File: config.mk
export PLATFORM = sky130hd
export DESIGN_NAME = key_filter
export DESIGN_NICKNAME = d
export VERILOG_FILES = /design/src/rtl/key_pkg.sv /design/src/rtl/key_filter_ch.sv /design/src/rtl/key_filter.sv
export SDC_FILE = /design/constraint.sdc
export NUM_CORES = 1
export LEC_CHECK = 0
export ABC_CLOCK_PERIOD_IN_PS = 3150
export BUFFER_PORTS_ARGS = -buffer_cell sky130_fd_sc_hd__buf_2
export CORE_ASPECT_RATIO = 0.9
export CORE_MARGIN = 2
export CORE_UTILIZATION = 50
export CTS_CLUSTER_SIZE = 25
export DETAILED_ROUTE_END_ITERATION = 16
export GPL_ROUTABILITY_DRIVEN = 0
export GPL_TIMING_DRIVEN = 1
export PLACE_DENSITY = 0.66
export REMOVE_ABC_BUFFERS = 1
export SKIP_CTS_REPAIR_TIMING = 1
export SLEW_MARGIN = 10
export SYNTH_ARGS = -nofsm -noshare
export SYNTH_HDL_FRONTEND = slang
export SYNTH_SLANG_ARGS = --single-unit
File: constraint.sdc
create_clock -name sys_clk -period 3.15 [get_ports sys_clk]
set_clock_uncertainty 0.2 [all_clocks]
set_input_delay 0 -clock sys_clk [delete_from_list [all_inputs] [get_ports sys_clk]]
set_output_delay 0 -clock sys_clk [all_outputs]
set_load 0.005 [all_outputs]
File: src/rtl/key_pkg.sv
// Shared types and default timing constants for the push-button conditioning block.
// Defaults assume a 50 MHz system clock.
package key_pkg;

  typedef enum logic [1:0] {
    IDLE       = 2'd0,
    PRESS_DB   = 2'd1,
    HELD       = 2'd2,
    RELEASE_DB = 2'd3
  } key_state_t;

  // 20 ms debounce window and 1 s long-press threshold.
  localparam int KEY_DEB_CYCLES  = 1_000_000;
  localparam int KEY_LONG_CYCLES = 50_000_000;

endpackage

File: src/rtl/key_filter_ch.sv
// One key channel: 2-flop synchronizer, debounce FSM, saturating hold counter
// and registered level / press / release / long-press outputs.
module key_filter_ch
  import key_pkg::*;
#(
  parameter int DEB_CYCLES  = KEY_DEB_CYCLES,
  parameter int LONG_CYCLES = KEY_LONG_CYCLES
) (
  input  logic sys_clk,
  input  logic sys_rst_n,
  input  logic key,
  output logic key_level,
  output logic key_press,
  output logic key_release,
  output logic key_long
);

  localparam int DW = $clog2(DEB_CYCLES + 1);
  localparam int HW = $clog2(LONG_CYCLES + 1);
  localparam logic [DW-1:0] DEB_MAX  = DW'(DEB_CYCLES);
  localparam logic [HW-1:0] LONG_MAX = HW'(LONG_CYCLES);

  logic sync_q1, sync_q2;
  logic key_sync;

  key_state_t    state, state_next;
  logic [DW-1:0] deb_cnt, deb_next;
  logic [HW-1:0] hold_cnt, hold_next;
  logic          level_next, press_next, release_next, long_next;

  // Both stages reset to the released level so reset never looks like a press.
  always_ff @(posedge sys_clk or negedge sys_rst_n) begin
    if (!sys_rst_n) begin
      sync_q1 <= 1'b1;
      sync_q2 <= 1'b1;
    end else begin
      sync_q1 <= key;
      sync_q2 <= sync_q1;
    end
  end

  assign key_sync = sync_q2;

  always_ff @(posedge sys_clk or negedge sys_rst_n) begin
    if (!sys_rst_n) begin
      state       <= IDLE;
      deb_cnt     <= '0;
      hold_cnt    <= '0;
      key_level   <= 1'b1;
      key_press   <= 1'b0;
      key_release <= 1'b0;
      key_long    <= 1'b0;
    end else begin
      state       <= state_next;
      deb_cnt     <= deb_next;
      hold_cnt    <= hold_next;
      key_level   <= level_next;
      key_press   <= press_next;
      key_release <= release_next;
      key_long    <= long_next;
    end
  end

  // A level change on the completing edge takes priority over completion.
  always_comb begin
    state_next   = state;
    deb_next     = deb_cnt;
    hold_next    = hold_cnt;
    level_next   = key_level;
    press_next   = 1'b0;
    release_next = 1'b0;
    long_next    = 1'b0;

    case (state)
      IDLE: begin
        if (!key_sync) begin
          state_next = PRESS_DB;
          deb_next   = DW'(1);
        end
      end

      PRESS_DB: begin
        if (key_sync) begin
          state_next = IDLE;
          deb_next   = '0;
        end else if (deb_cnt == DEB_MAX) begin
          state_next = HELD;
          deb_next   = '0;
          hold_next  = '0;
          level_next = 1'b0;
          press_next = 1'b1;
        end else begin
          deb_next = deb_cnt + DW'(1);
        end
      end

      // Counter saturates at LONG_MAX, so the long pulse can only fire once.
      HELD: begin
        if (hold_cnt != LONG_MAX) begin
          hold_next = hold_cnt + HW'(1);
          if (hold_cnt == LONG_MAX - HW'(1)) begin
            long_next = 1'b1;
          end
        end
        if (key_sync) begin
          state_next = RELEASE_DB;
          deb_next   = DW'(1);
        end
      end

      RELEASE_DB: begin
        if (!key_sync) begin
          state_next = HELD;
          deb_next   = '0;
        end else if (deb_cnt == DEB_MAX) begin
          state_next   = IDLE;
          deb_next     = '0;
          level_next   = 1'b1;
          release_next = 1'b1;
        end else begin
          deb_next = deb_cnt + DW'(1);
        end
      end

      default: begin
        state_next = IDLE;
        deb_next   = '0;
      end
    endcase
  end

endmodule

File: src/rtl/key_filter.sv
// Debounce front end for the board push buttons: one independent
// key_filter_ch per active-low key input.
module key_filter
  import key_pkg::*;
#(
  parameter int NUM_KEYS    = 4,
  parameter int DEB_CYCLES  = KEY_DEB_CYCLES,
  parameter int LONG_CYCLES = KEY_LONG_CYCLES
) (
  input  logic                sys_clk,
  input  logic                sys_rst_n,
  input  logic [NUM_KEYS-1:0] key,
  output logic [NUM_KEYS-1:0] key_level,
  output logic [NUM_KEYS-1:0] key_press,
  output logic [NUM_KEYS-1:0] key_release,
  output logic [NUM_KEYS-1:0] key_long
);

  for (genvar i = 0; i < NUM_KEYS; i++) begin : g_ch
    key_filter_ch #(
      .DEB_CYCLES (DEB_CYCLES),
      .LONG_CYCLES(LONG_CYCLES)
    ) u_ch (
      .sys_clk    (sys_clk),
      .sys_rst_n  (sys_rst_n),
      .key        (key[i]),
      .key_level  (key_level[i]),
      .key_press  (key_press[i]),
      .key_release(key_release[i]),
      .key_long   (key_long[i])
    );
  end

endmodule

==> results.md, run 1 <==
Pwr:
- The areal power density over the cells is between 400 and 500 nW/µm².
- The switching power is ~1.4 mW.
- Combinational logic burns ~4.1% of the power.
- In this run, the clock network consumes between 40% and 50% of the power.
- The analysis attributes to cell leakage a power of 5.533 nW.
- VDD sags by at most ~0.42 mV.
- In this run switching power makes up 22.35% of total power.
- The internal power of the cells totals 4.718 mW.
- The share of total power in sequential cells is between 40% and 50%.

Global route:
- Across every metal layer, demand over resource in global routing totals between 20% and 30%.
- The fraction of met3 tracks used by global routing is ~2.6%.
- The residual overflow from global routing is 0.
- The via count of the first global-routing pass was roughly 8900.
- The most crowded layer after global routing is met2.
- The global-route track usage on met2 is approximately a third.
- Entering global routing, the biggest net connects about 110 pins.
- The number of antenna violations at the first check in global routing was 0.
- In the global route stage, met1 resource usage came out at 29.93%.
- The first global-routing pass estimated 42370 µm of wire.

Timing:
- The total count of hold-check failures in the final report was 71.
- The total count of max-transition violations in the final report is 0.
- The maximum clock frequency is 373.4 MHz.
- The worst hold margin is -0.09173 ns.
- The tightest slew margin relative to the limit is between 40 and 50%.
- The final setup TNS is 0 ns.
- Setup violations remaining at the end of the flow were counted as 0.
- The final cycle utilization of the critical path is between 80% and 90%.
- For the pin with the worst max-slew slack, the measured transition is between 0.8 and 0.9 ns.
- Setup repair after global routing left no endpoint under its margin.
- After layout, the minimum clock period comes to between 2 and 3 ns.

Detailed routing:
- Once detail routing completed, the nets flagged for antenna violations numbered 0.
- In the routed design, unresolved DRC markers number 0.
- The via count of the routed design is roughly 9400.
- Before antenna repair, the detailed router went through 5 iterations.
- The via-per-instance ratio is just under 6.
- The final routed wire length divided by cell count is around 15 µm.
- For this block, the routed nets add up to about 25000 µm of wire.
- After the first detailed-routing iteration, the DRC count stood at roughly 600.

Layout:
- In the final layout, the multi-input gates occupy 5717 µm².
- The signed area change from the synthesized netlist to the final layout is 11.54%.
- The final core area utilization is a little under three fifths.
- The final net count is between 1000 and 1500.
- The share of cells above drive strength 1 is about a tenth.
- In the final layout, flip-flops and latches occupy about 5400 µm².
- The number of antenna repair diodes is 0.
- Fill cells in the final layout number slightly above 2000.

Yosys:
- The post-synthesis instance area is approximately 12000 µm².
- Counting instances in the post-synthesis netlist gives the leading cell types as sky130_fd_sc_hd__dfrtp_1 (204), sky130_fd_sc_hd__nand2_1 (123), sky130_fd_sc_hd__nor2_1 (109), sky130_fd_sc_hd__nand3_1 (99), sky130_fd_sc_hd__a21oi_1 (70).
- Counting flops and latches in the post-synthesis netlist gives ~220.
- The count of yosys warnings during synthesis is 0.
- The post-synthesis async set-or-reset flop share is 100.0%.
- After synthesis, the largest area contributor takes up about 44% of total cell area.
- Yosys instantiated no cell more often than sky130_fd_sc_hd__dfrtp_1.
- In the post-synthesis netlist, the biggest area contributors are sky130_fd_sc_hd__dfrtp_1 (44%), sky130_fd_sc_hd__nand3_1 (4.3%), sky130_fd_sc_hd__nand2_1 (4.0%), sky130_fd_sc_hd__xor2_1 (3.8%), sky130_fd_sc_hd__nor2_1 (3.5%).
- The share of the Yosys chip area taken by registers is between 40 and 50%.
- Among all flip-flop cells after synthesis, the most frequent one is sky130_fd_sc_hd__dfrtp_1.
- The cell count after synthesis is about 1300.
- The cell accounting for the most synthesized area is sky130_fd_sc_hd__dfrtp_1.
- Each instance of the synthesized netlist takes up on average roughly 9 µm².
- Counting distinct cell types in the post-synthesis netlist gives 66.
- Counting flops with a built-in enable in the synthesized netlist gives 0.

Clock tree:
- After clock tree synthesis, the clock-pin slew on the worst setup and hold paths is 0.06 ns.
- The clock passes through at most 3 buffers.
- TritonCTS built the clock tree.
- The number of CTS-inserted buffers is 25.
- The CTS root buffer is sky130_fd_sc_hd__clkbuf_16.
- For this design, the sink count on the clock tree is 216.
- For the worst-skew pair, the clock arrives at the later sink with an insertion delay of 0.52 ns.
- In this run the number of H-tree levels came out at 1.

Status:
- The run finished, with violations left.
- The final reports fail on hold timing.

Placement:
- The final HPWL from detailed placement is ~16000 µm.
- In this run the tool buffered the top-level ports with 21 buffer cells.

Worst setup path:
- The number of buffers and inverters on the critical path is 0.
- The largest fanout on the critical path is 8.
- The cell family with the largest share of critical-path delay is simple AND/OR/NAND/NOR gates.
- The setup path with the least slack is of type reg -> reg.
- The number of cells traversed by the worst register-to-register path is 5.
- Walking the worst path, the cells encountered are or4_1 > nor4b_2 > nand3_1 > o211ai_1 > o31ai_1.
- For this design, the slowest cell found on the critical path is sky130_fd_sc_hd__or4_1.
- The worst setup path is captured at a flip-flop.
- The critical path data required time is roughly 3.4 ns.
- The worst endpoint data arrival time is 2.87 ns.
- The critical path launch point type is a flip-flop.
- For this run, the slowest stage of the critical path takes around 0.57 ns.
- Counting buffers and inverters, the worst setup path is 5 cells deep.

Floorplan:
- For this configuration, the core starts out at a cell density of between 50% and 60%.
- The initialized floorplan defines 52 standard-cell rows.
- Measured along the y axis, the die boundary spans roughly 150 µm.
- Pin placement for this block handled 22 I/O pins.
- In this run the standard cell core region covers 22640 µm².
- The floorplan step defined a die boundary enclosing 24460 µm².
- The horizontal extent of the die is roughly 160 µm.

Run:
- The number of max-cap violations is 0.

Hold path:
- The kind of path behind the tightest hold check is in -> async.
==> worst register-to-register path: cells and delay by family, from the launching register on <==
family	cells	cell delay (ns)
AOI/OAI and AO/OA	2	0.33
DFF	1	0.43
and+or+nand+nor	3	1.60
==> flip-flops by register name, summed over array words and instances, names as in the netlist, named ones only <==
register and count:
g_ch.u_ch.key_release 4, g_ch.u_ch.key_press 4, g_ch.u_ch.key_level 4, g_ch.u_ch.sync_q1 4, g_ch.u_ch.state 4, g_ch.u_ch.key_sync 4, g_ch.u_ch.hold_cnt 104, g_ch.u_ch.deb_cnt 80
g_ch.u_ch.key_long 4
==> cell usage in the layout (no fill, tap or decap), drive strengths merged, types with 16 or more instances in the layout <==
cell    instances
nand4          58
and2           18
ha             16
clkbuf         34
nor4           19
nor3           33
o21ai          56
inv            44
xor2           51
or3            22
dfrtp         204
xnor2          19
and3           42
a31oi          55
a21oi          70
nand2         123
buf            50
nor2          109
nand3          99
==> power groups by stage <==
stage               registers (mW)  clock network [mW]  logic (mW)
detailed placement            2.92                   0       0.241
CTS                           2.87                3.05       0.241
floorplan                     2.91                   0       0.132
global route                  2.88                3.16       0.284
global placement              2.92                   0       0.235
finish                        2.87                2.96       0.246
==> cells by family (layout without fill, tap and decap cells) <==
group           count (synthesis)  after routing  share of synthesized area, %
fa+ha+maj                      16             16                         1.724
compound gates                247            247                         13.27
xor+xnor                       70             70                         5.279
mux                             6              6                        0.5172
simple gates                  613            613                         28.13
flops                         216            216                         46.67
buf+inv                       113            148                         4.406
==> routing by layer <==
layer	vias up	routed length (µm)
met1	4605	12360
met3	30	687
li1	4699	-
met2	109	11060
met5	-	0
met4	0	458
==> area by class of cell <==
type | count | share of cell area, %
inverter | 43 | 1.246
multi-input combinational | 952 | 44.13
sequential | 216 | 41.84
clock inverter | 12 | 1.072
timing repair buffer | 59 | 3.361
clock buffer | 34 | 5.477
tap | 297 | 2.869
==> path summary, 6_finish.rpt <==
| kind | slack (ns) | to | from |
|---|---|---|---|
| worst max-delay path | 0.47 | g_ch[0].u_ch.hold_cnt[2] | g_ch[0].u_ch.deb_cnt[13] |
| worst min-delay path | -0.09 | g_ch[3].u_ch.hold_cnt[19] | sys_rst_n |
| worst max register to register | 0.47 | g_ch[0].u_ch.hold_cnt[2] | g_ch[0].u_ch.deb_cnt[13] |
| worst min register to register | 0.16 | g_ch[2].u_ch.key_sync | g_ch[2].u_ch.sync_q1 |
| max in group asynchronous | 1.88 | g_ch[2].u_ch.key_sync | sys_rst_n |
| min in group sys_clk | 0.16 | g_ch[2].u_ch.key_sync | g_ch[2].u_ch.sync_q1 |
==> metrics by stage <==
stage	cells	power (mW)	area [µm²]	hold slack [ns]	worst slack [ns]
floorplan	1211	3.037	11260	-0.4956	0.3449
global placement	1558	3.154	12000	-0.09470	0.4858
detailed placement	1558	3.159	12000	-0.09316	0.4072
CTS	1604	6.162	12850	-0.6465	0.3934
global route	1613	6.326	12950	-0.003267	0.3053
finish	1613	6.076	12950	-0.09173	0.4716
Note: power is estimated with default switching activity, not from simulation.
==> run 2: changes to the inputs <==
--- a/config.mk
+++ b/config.mk
@@ -14,7 +14,7 @@
 export DETAILED_ROUTE_END_ITERATION = 16
 export GPL_ROUTABILITY_DRIVEN = 0
 export GPL_TIMING_DRIVEN = 1
-export PLACE_DENSITY = 0.66
+export PLACE_DENSITY = 0.76
 export REMOVE_ABC_BUFFERS = 1
 export SKIP_CTS_REPAIR_TIMING = 1
 export SLEW_MARGIN = 10
==> run 2 against run 1 <==
The flow still finishes with violations (hold timing); cell count fell by 0.37%; final area is 0.29% lower; critical path depth stayed put; total power down 1.3%; register-to-register slack got worse by 0.06 ns; clock power is 3% lower; worst hold slack gained 0.0094 ns; non-clock buffer count decreased by 2; sequential cell count is the same; critical path type unchanged; critical endpoint is now g_ch[0].u_ch.deb_cnt[19].
==> results.md, run 2 (same netlist as run 1, synthesis figures left out) <==
Detailed routing:
- The total wirelength of the detailed-routed design is 24240 µm (was 24570 µm).
- The final routed wire length divided by cell count is 15.08 µm (was 15.23 µm).
- The number of optimization iterations in the first detailed-route pass came to 6 (was 5).
- The via-per-instance ratio is 5.882 (was 5.854).
- The post-route antenna net violation count was 0 (unchanged).
- The initial DRC count came to 815 (was 590).
- The DRC violation count after routing came to 0 (unchanged).
- The via count of the routed design is 9453 (was 9443).

Timing:
- The final cycle utilization of the critical path is 86.99% (was 85.03%).
- The measured slew at the worst slew-check pin is 1.191 ns (was 0.8382 ns).
- Unrepaired setup endpoints after global routing: false (unchanged).
- The setup violation total in the final timing report is 0 (unchanged).
- The worst hold margin is -0.08232 ns (was -0.09173 ns).
- The total count of hold-check failures in the final report came to 91 (was 71).
- The worst path setup slack after routing is 0.4098 ns (was 0.4716 ns).
- The tightest slew margin relative to the limit is 20.62% (was 43.69%).
- The final setup TNS is 0 ns (unchanged).
- The total count of max-transition violations in the final report is 0 (unchanged).
- The minimum clock period after layout was 2.740 ns (was 2.678 ns).
- The maximum clock frequency came to 364.9 MHz (was 373.4 MHz).

Worst setup path:
- The worst endpoint data arrival time is 2.96 ns (was 2.87 ns).
- The kind of capture point of the worst setup path is a flip-flop (unchanged).
- The timing endpoint of the critical path is g_ch[0].u_ch.deb_cnt[19] (was g_ch[0].u_ch.hold_cnt[2]).
- The number of cells traversed by the worst register-to-register path was 5 (unchanged).
- The largest fanout on the critical path came to 34 (was 8).
- The critical path launch point type is a flip-flop (unchanged).
- The slack of the worst reg-to-reg path was 0.41 ns (was 0.47 ns).
- The critical path data required time is 3.36 ns (was 3.35 ns).
- The capture point of the worst reg-to-reg path is g_ch[0].u_ch.deb_cnt[19] (was g_ch[0].u_ch.hold_cnt[2]).
- The origin of the worst setup path is g_ch[0].u_ch.deb_cnt[13] (unchanged).
- The critical path class is reg -> reg (unchanged).
- The launch instance of the worst register-to-register path is g_ch[0].u_ch.deb_cnt[13] (unchanged).

Global route:
- The residual overflow from global routing came to 0 (unchanged).
- The via count of the first global-routing pass came to 8811 (was 8895).
- The overall track demand over capacity in global routing came to 20.17% (was 20.47%).
- The number of antenna violations at the first check in global routing is 0 (unchanged).
- The pin count of the biggest net entering global routing was 101 (was 108).
- The wire length of the first global-routing pass is 41810 µm (was 42370 µm).

Placement:
- The final HPWL from detailed placement is 15890 µm (was 15940 µm).
- The worst slack at placement is 0.3863 ns (was 0.4072 ns).
- The cell area reported after detailed placement is 12000 µm² (about the same).
- The number of port buffers is 21 (unchanged).

Layout:
- The share of cells above drive strength 1 is 8.931% (was 9.347%).
- The signed area change from the synthesized netlist to the final layout came to 11.21% (was 11.54%).
- Biggest registers after layout: g_ch.u_ch.hold_cnt x104, g_ch.u_ch.deb_cnt x80 (unchanged).
- The number of antenna repair diodes is 0 (unchanged).
- The finished layout cell area is 12920 µm² (was 12950 µm²).
- The most common cell after layout, fill and taps aside is sky130_fd_sc_hd__dfrtp_1 (unchanged).
- The final net count was 1316 (was 1319).
- The final core area utilization is 57.05% (was 57.21%).
- The register name with the most flops is g_ch.u_ch.hold_cnt (unchanged).
- The number of flip-flops under the largest register name is 104 (unchanged).
- Leading cell types in the layout, fill and taps excluded: sky130_fd_sc_hd__dfrtp_1 (204), sky130_fd_sc_hd__nand2_1 (123), sky130_fd_sc_hd__nor2_1 (109) (unchanged).

Pwr:
- The share of total power in sequential cells is 47.9% (was 47.3%).
- The cell-internal power is 4.660 mW (was 4.718 mW).
- The power share of the combinational group is 4.1% (about the same).
- The switching power share of the total was 22.31% (was 22.35%).
- The worst-case vdd ir drop was 0.4135 mV (was 0.4204 mV).
- The leakage power figure is 5.495 nW (was 5.533 nW).
- The clock power share is 48.1% (was 48.7%).
- The areal power density over the cells is 464.4 nW/µm² (was 469.0 nW/µm²).
- The switching power came to 1.338 mW (was 1.358 mW).

Floorplan:
- The horizontal extent of the die was 164.7 µm (unchanged).
- The floorplan core area was 22640 µm² (unchanged).
- The vertical extent of the die came to 148.6 µm (unchanged).
- The total number of placement rows was 52 (unchanged).
- The initial core utilization is 51.29% (unchanged).
- The number of top-level pins was 22 (unchanged).
- The die footprint is 24460 µm² (unchanged).

Clock tree:
- The CTS H-tree depth is 1 (unchanged).
- The number of CTS-inserted buffers is 24 (was 25).
- The CTS root buffer is sky130_fd_sc_hd__clkbuf_16 (unchanged).
- The clock net sink count was 216 (unchanged).
- The TritonCTS clock tree was done (unchanged).
- The number of buffers between clock root and the deepest sink is 3 (unchanged).
- The clock latency reported for the late side of the worst-skew pair came to 0.53 ns (was 0.52 ns).
- The clock slew seen by the registers of the worst setup and hold paths is 0.06 ns (about the same).

Status:
- Outcome: finished with violations (unchanged).
- Violations in the final reports: hold timing (unchanged).

Hold path:
- The kind of path behind the tightest hold check is in -> async (unchanged).

Run:
- The number of max-cap violations is 0 (unchanged).
-- run 2: cell types whose count changed in the layout (fill, tap and decap cells not counted), sizes merged --
cell and delta:
clkinv -4, buf -2, clkinvlp +2, clkbuf -1
inv -1
-- run 2: final cells by class --
class	count	area, µm²
fill	1965	9726
sequential	216	5420
timing repair buffer	57	432.9
clock buffer	33	684.4
multi-input combinational	952	5709
clock inverter	9	136.4
tap	297	371.6
inverter	43	161.4
-- run 2: routing by layer --
layer  global-route usage (%)  part of all wire [%]
met1                    29.41                    49
met2                    32.18                    46
met3                    2.733                   3.6
met4                    4.565                   1.7
met5                        0                     0
-- run 2: worst min path at each step --
stage,slack [ns],start,cells past startpoint,end
floorplan,-0.50,sys_rst_n,0,async pin
global placement,-0.10,sys_rst_n,1,g_ch[3].u_ch.deb_cnt[5]
detailed placement,-0.1,sys_rst_n,1,g_ch[3].u_ch.deb_cnt[5]
CTS,-0.65,sys_rst_n,1,g_ch[1].u_ch.key_long
global route,0.009,sys_rst_n,2,g_ch[3].u_ch.deb_cnt[5]
finish,-0.08,sys_rst_n,2,g_ch[3].u_ch.deb_cnt[4]
-- run 2: per-stage QoR --
stage          instances  hold slack, ns  total power [mW]
4_1_cts             1598         -0.6539             6.051
3_3_place_gp        1556         -0.1038             3.148
3_5_place_dp        1556        -0.09995             3.157
2_1_floorplan       1211         -0.4956             3.037
6_report            1607        -0.08232             5.998
5_1_grt             1607        0.008919             6.228
-- run 2: power by group through the flow --
stage,registers (mW),logic (mW),clock network (mW)
global placement,2.92,0.230,0
global route,2.88,0.283,3.07
detailed placement,2.92,0.240,0
floorplan,2.91,0.132,0
CTS,2.87,0.241,2.94
finish,2.87,0.245,2.88
-- run 2: critical path, stage by stage (launching register included) --
cell and delay [ns]:
sky130_fd_sc_hd__dfrtp_1 0.43, sky130_fd_sc_hd__or4_1 0.59, sky130_fd_sc_hd__nor4b_2 0.61, sky130_fd_sc_hd__a21oi_4 0.34
sky130_fd_sc_hd__o211a_1 0.20, sky130_fd_sc_hd__a211o_1 0.26
==> run 3: changes to the inputs <==
--- a/config.mk
+++ b/config.mk
@@ -7,14 +7,13 @@
 export LEC_CHECK = 0
 export ABC_CLOCK_PERIOD_IN_PS = 3150
 export BUFFER_PORTS_ARGS = -buffer_cell sky130_fd_sc_hd__buf_2
-export CORE_ASPECT_RATIO = 0.9
 export CORE_MARGIN = 2
 export CORE_UTILIZATION = 50
-export CTS_CLUSTER_SIZE = 25
 export DETAILED_ROUTE_END_ITERATION = 16
 export GPL_ROUTABILITY_DRIVEN = 0
 export GPL_TIMING_DRIVEN = 1
 export PLACE_DENSITY = 0.76
+export RECOVER_POWER = 50
 export REMOVE_ABC_BUFFERS = 1
 export SKIP_CTS_REPAIR_TIMING = 1
 export SLEW_MARGIN = 10
==> run 3 against run 2 <==
The run now ends clean; die area is essentially flat; final area shrank 0.46%; register-to-register slack is essentially flat; wire length grew 1.9%; cell count shrank 0.50%; maximum frequency is essentially flat; largest cell class unchanged; non-clock buffer count grew 1; setup slack gained 0.0023 ns; critical endpoint is now g_ch[0].u_ch.deb_cnt[13]; count of clock-buffer cells in the layout grew 8.
==> results.md, run 3 (same netlist as run 1, synthesis figures left out) <==
Global route:
- The via count of the first global-routing pass is 9072 (was 8811).
- The wire length of the first global-routing pass is 42600 µm (was 41810 µm).
- The pin count of the biggest net entering global routing came to 79 (was 101).
- The number of antenna violations at the first check in global routing came to 0 (unchanged).
- The residual overflow from global routing was 0 (unchanged).
- The overall track demand over capacity in global routing came to 20.35% (was 20.17%).

Timing:
- The maximum clock frequency came to 365.2 MHz (was 364.9 MHz).
- The total count of hold-check failures in the final report is 0 (was 91).
- The worst hold margin is 0.1563 ns (was -0.08232 ns).
- The measured slew at the worst slew-check pin is 1.180 ns (was 1.191 ns).
- The final setup TNS was 0 ns (unchanged).
- The setup violation total in the final timing report is 0 (unchanged).
- The total count of max-transition violations in the final report is 0 (unchanged).
- The minimum clock period after layout is 2.738 ns (was 2.740 ns).
- Unrepaired setup endpoints after global routing: false (unchanged).
- The tightest slew margin relative to the limit was 21.30% (was 20.62%).
- The final cycle utilization of the critical path came to 86.92% (was 86.99%).
- The worst path setup slack after routing is 0.4121 ns (was 0.4098 ns).

Floorplan:
- The vertical extent of the die is 156.4 µm (was 148.6 µm).
- The horizontal extent of the die came to 156.4 µm (was 164.7 µm).
- The number of top-level pins was 22 (unchanged).
- The initial core utilization came to 51.14% (was 51.29%).
- The floorplan core area is 22710 µm² (was 22640 µm²).
- The die footprint is 24460 µm² (about the same).
- The total number of placement rows is 55 (was 52).

Clock tree:
- The number of CTS-inserted buffers was 25 (was 24).
- The CTS H-tree depth is 1 (unchanged).
- The CTS root buffer is sky130_fd_sc_hd__clkbuf_16 (unchanged).
- The number of buffers between clock root and the deepest sink came to 3 (unchanged).
- The TritonCTS clock tree is done (unchanged).
- The clock slew seen by the registers of the worst setup and hold paths is 0.06 ns (about the same).
- The clock net sink count is 216 (unchanged).
- The clock latency reported for the late side of the worst-skew pair was 0.51 ns (was 0.53 ns).

Worst setup path:
- The critical path data required time is 3.33 ns (was 3.36 ns).
- The worst endpoint data arrival time is 2.92 ns (was 2.96 ns).
- The cell type of the slowest stage on the worst timing path is sky130_fd_sc_hd__or4_1 (was sky130_fd_sc_hd__nor4b_2).
- The cell family with the largest share of critical-path delay is simple AND/OR/NAND/NOR gates (unchanged).
- The critical path class is reg -> reg (unchanged).
- The combined buffer and inverter count along the critical path is 1 (was 0).
- Cells along the critical path: or4_1 > nor4b_2 > a21oi_2 > buf_4 > a21oi_1 > mux2i_1 (was or4_1 > nor4b_2 > a21oi_4 > o211a_1 > a211o_1).
- The largest incremental delay on the critical path is 0.57 ns (was 0.61 ns).
- The critical path launch point type is a flip-flop (unchanged).
- The kind of capture point of the worst setup path was a flip-flop (unchanged).
- The largest fanout on the critical path was 19 (was 34).

Layout:
- The final core area utilization came to 56.62% (was 57.05%).
- The multi-input combinational cell area is 5709 µm² (unchanged).
- Leading cell types in the layout, fill and taps excluded: sky130_fd_sc_hd__dfrtp_1 (204), sky130_fd_sc_hd__nand2_1 (123), sky130_fd_sc_hd__nor2_1 (109) (unchanged).
- Biggest registers after layout: g_ch.u_ch.hold_cnt x104, g_ch.u_ch.deb_cnt x80 (unchanged).
- The number of flip-flops under the largest register name came to 104 (unchanged).
- The number of antenna repair diodes was 0 (unchanged).
- The register name with the most flops is g_ch.u_ch.hold_cnt (unchanged).
- The share of cells above drive strength 1 came to 8.219% (was 8.931%).
- The most common cell after layout, fill and taps aside is sky130_fd_sc_hd__dfrtp_1 (unchanged).
- The number of fillers in the final layout is 1998 (was 1965).
- The total area of sequential cells is 5420 µm² (unchanged).
- The signed area change from the synthesized netlist to the final layout was 10.71% (was 11.21%).
- The final net count was 1318 (was 1316).
- The final cell count without fillers came to 1599 (was 1607).

Detailed routing:
- The post-route antenna net violation count was 0 (unchanged).
- The DRC violation count after routing is 0 (unchanged).
- The initial DRC count is 835 (was 815).
- The total wirelength of the detailed-routed design was 24700 µm (was 24240 µm).
- The via count of the routed design is 9623 (was 9453).
- The number of optimization iterations in the first detailed-route pass is 6 (unchanged).
- The via-per-instance ratio is 6.018 (was 5.882).
- The final routed wire length divided by cell count was 15.45 µm (was 15.08 µm).

Pwr:
- The areal power density over the cells is 464.4 nW/µm² (about the same).
- The switching power is 1.327 mW (was 1.338 mW).
- The cell-internal power is 4.643 mW (was 4.660 mW).
- The share of total power in sequential cells is 48.1% (was 47.9%).
- The switching power share of the total is 22.23% (was 22.31%).
- The leakage power figure is 5.457 nW (was 5.495 nW).
- The worst-case vdd ir drop is 0.3226 mV (was 0.4135 mV).
- The power share of the combinational group is 4.0% (was 4.1%).
- The clock power share is 47.9% (was 48.1%).

Status:
- Outcome: completed (was finished with violations).

Placement:
- The post-placement cell count came to 1543 (was 1556).
- The worst slack at placement came to 0.4279 ns (was 0.3863 ns).
- The final HPWL from detailed placement is 15900 µm (was 15890 µm).
- The number of port buffers is 21 (unchanged).

Hold path:
- The kind of path behind the tightest hold check is reg -> reg (was in -> async).

Run:
- The number of max-cap violations was 0 (unchanged).
==> run 3: changes by cell type in the layout (fill, tap and decap cells not counted), moves of 2 or more <==
cell,before,now
sky130_fd_sc_hd__bufinv_16,3,1
sky130_fd_sc_hd__buf_2,20,13
sky130_fd_sc_hd__clkbuf_8,5,9
sky130_fd_sc_hd__clkinvlp_4,2,0
sky130_fd_sc_hd__clkbuf_1,4,16
sky130_fd_sc_hd__clkbuf_4,0,2
sky130_fd_sc_hd__clkbuf_2,0,2
sky130_fd_sc_hd__buf_4,25,22
sky130_fd_sc_hd__buf_12,2,0
==> run 3: routing by layer <==
metal / up-vias / share of wire (%) / global-route usage (%)
met1: 4726 / 47 / 28.57
met4: 0 / 1.1 / 3.976
li1: 4693 / - / -
met3: 22 / 4.3 / 2.880
met5: - / 0 / 0
met2: 182 / 47 / 33.98
==> run 3: layout make-up <==
type                       count  area share [%]
multi-input combinational    952           44.40
clock inverter                 4          0.3503
sequential                   216           42.16
clock buffer                  41           6.033
inverter                      43           1.255
tap                          285           2.773
timing repair buffer          58           3.026
==> run 3: power by group through the flow <==
stage	registers (mW)	logic, mW	clock network (mW)
2_1_floorplan	2.91	0.132	0
3_3_place_gp	2.92	0.230	0
3_5_place_dp	2.92	0.235	0
4_1_cts	2.87	0.238	2.91
5_1_grt	2.88	0.282	3.04
6_report	2.87	0.242	2.86
==> run 3: final timing paths <==
kind	slack, ns	end	startpoint	cells past startpoint
min in group asynchronous	0.86	g_ch[1].u_ch.key_sync	sys_rst_n	3
hold reg to reg	0.16	g_ch[0].u_ch.key_sync	g_ch[0].u_ch.sync_q1	0
setup reg to reg	0.41	g_ch[0].u_ch.deb_cnt[13]	g_ch[0].u_ch.deb_cnt[13]	6
setup / recovery	0.41	g_ch[0].u_ch.deb_cnt[13]	g_ch[0].u_ch.deb_cnt[13]	6
hold / removal	0.16	g_ch[0].u_ch.key_sync	g_ch[0].u_ch.sync_q1	0
max in group asynchronous	0.75	g_ch[2].u_ch.hold_cnt[9]	sys_rst_n	4
==> run 3: stage by stage <==
| step | total power, mW | instance area, µm² |
|---|---|---|
| 2_1_floorplan | 3.037 | 11260 |
| 3_3_place_gp | 3.147 | 11960 |
| 3_5_place_dp | 3.154 | 11960 |
| 4_1_cts | 6.019 | 12780 |
| 5_1_grt | 6.200 | 12860 |
| 6_report | 5.970 | 12860 |
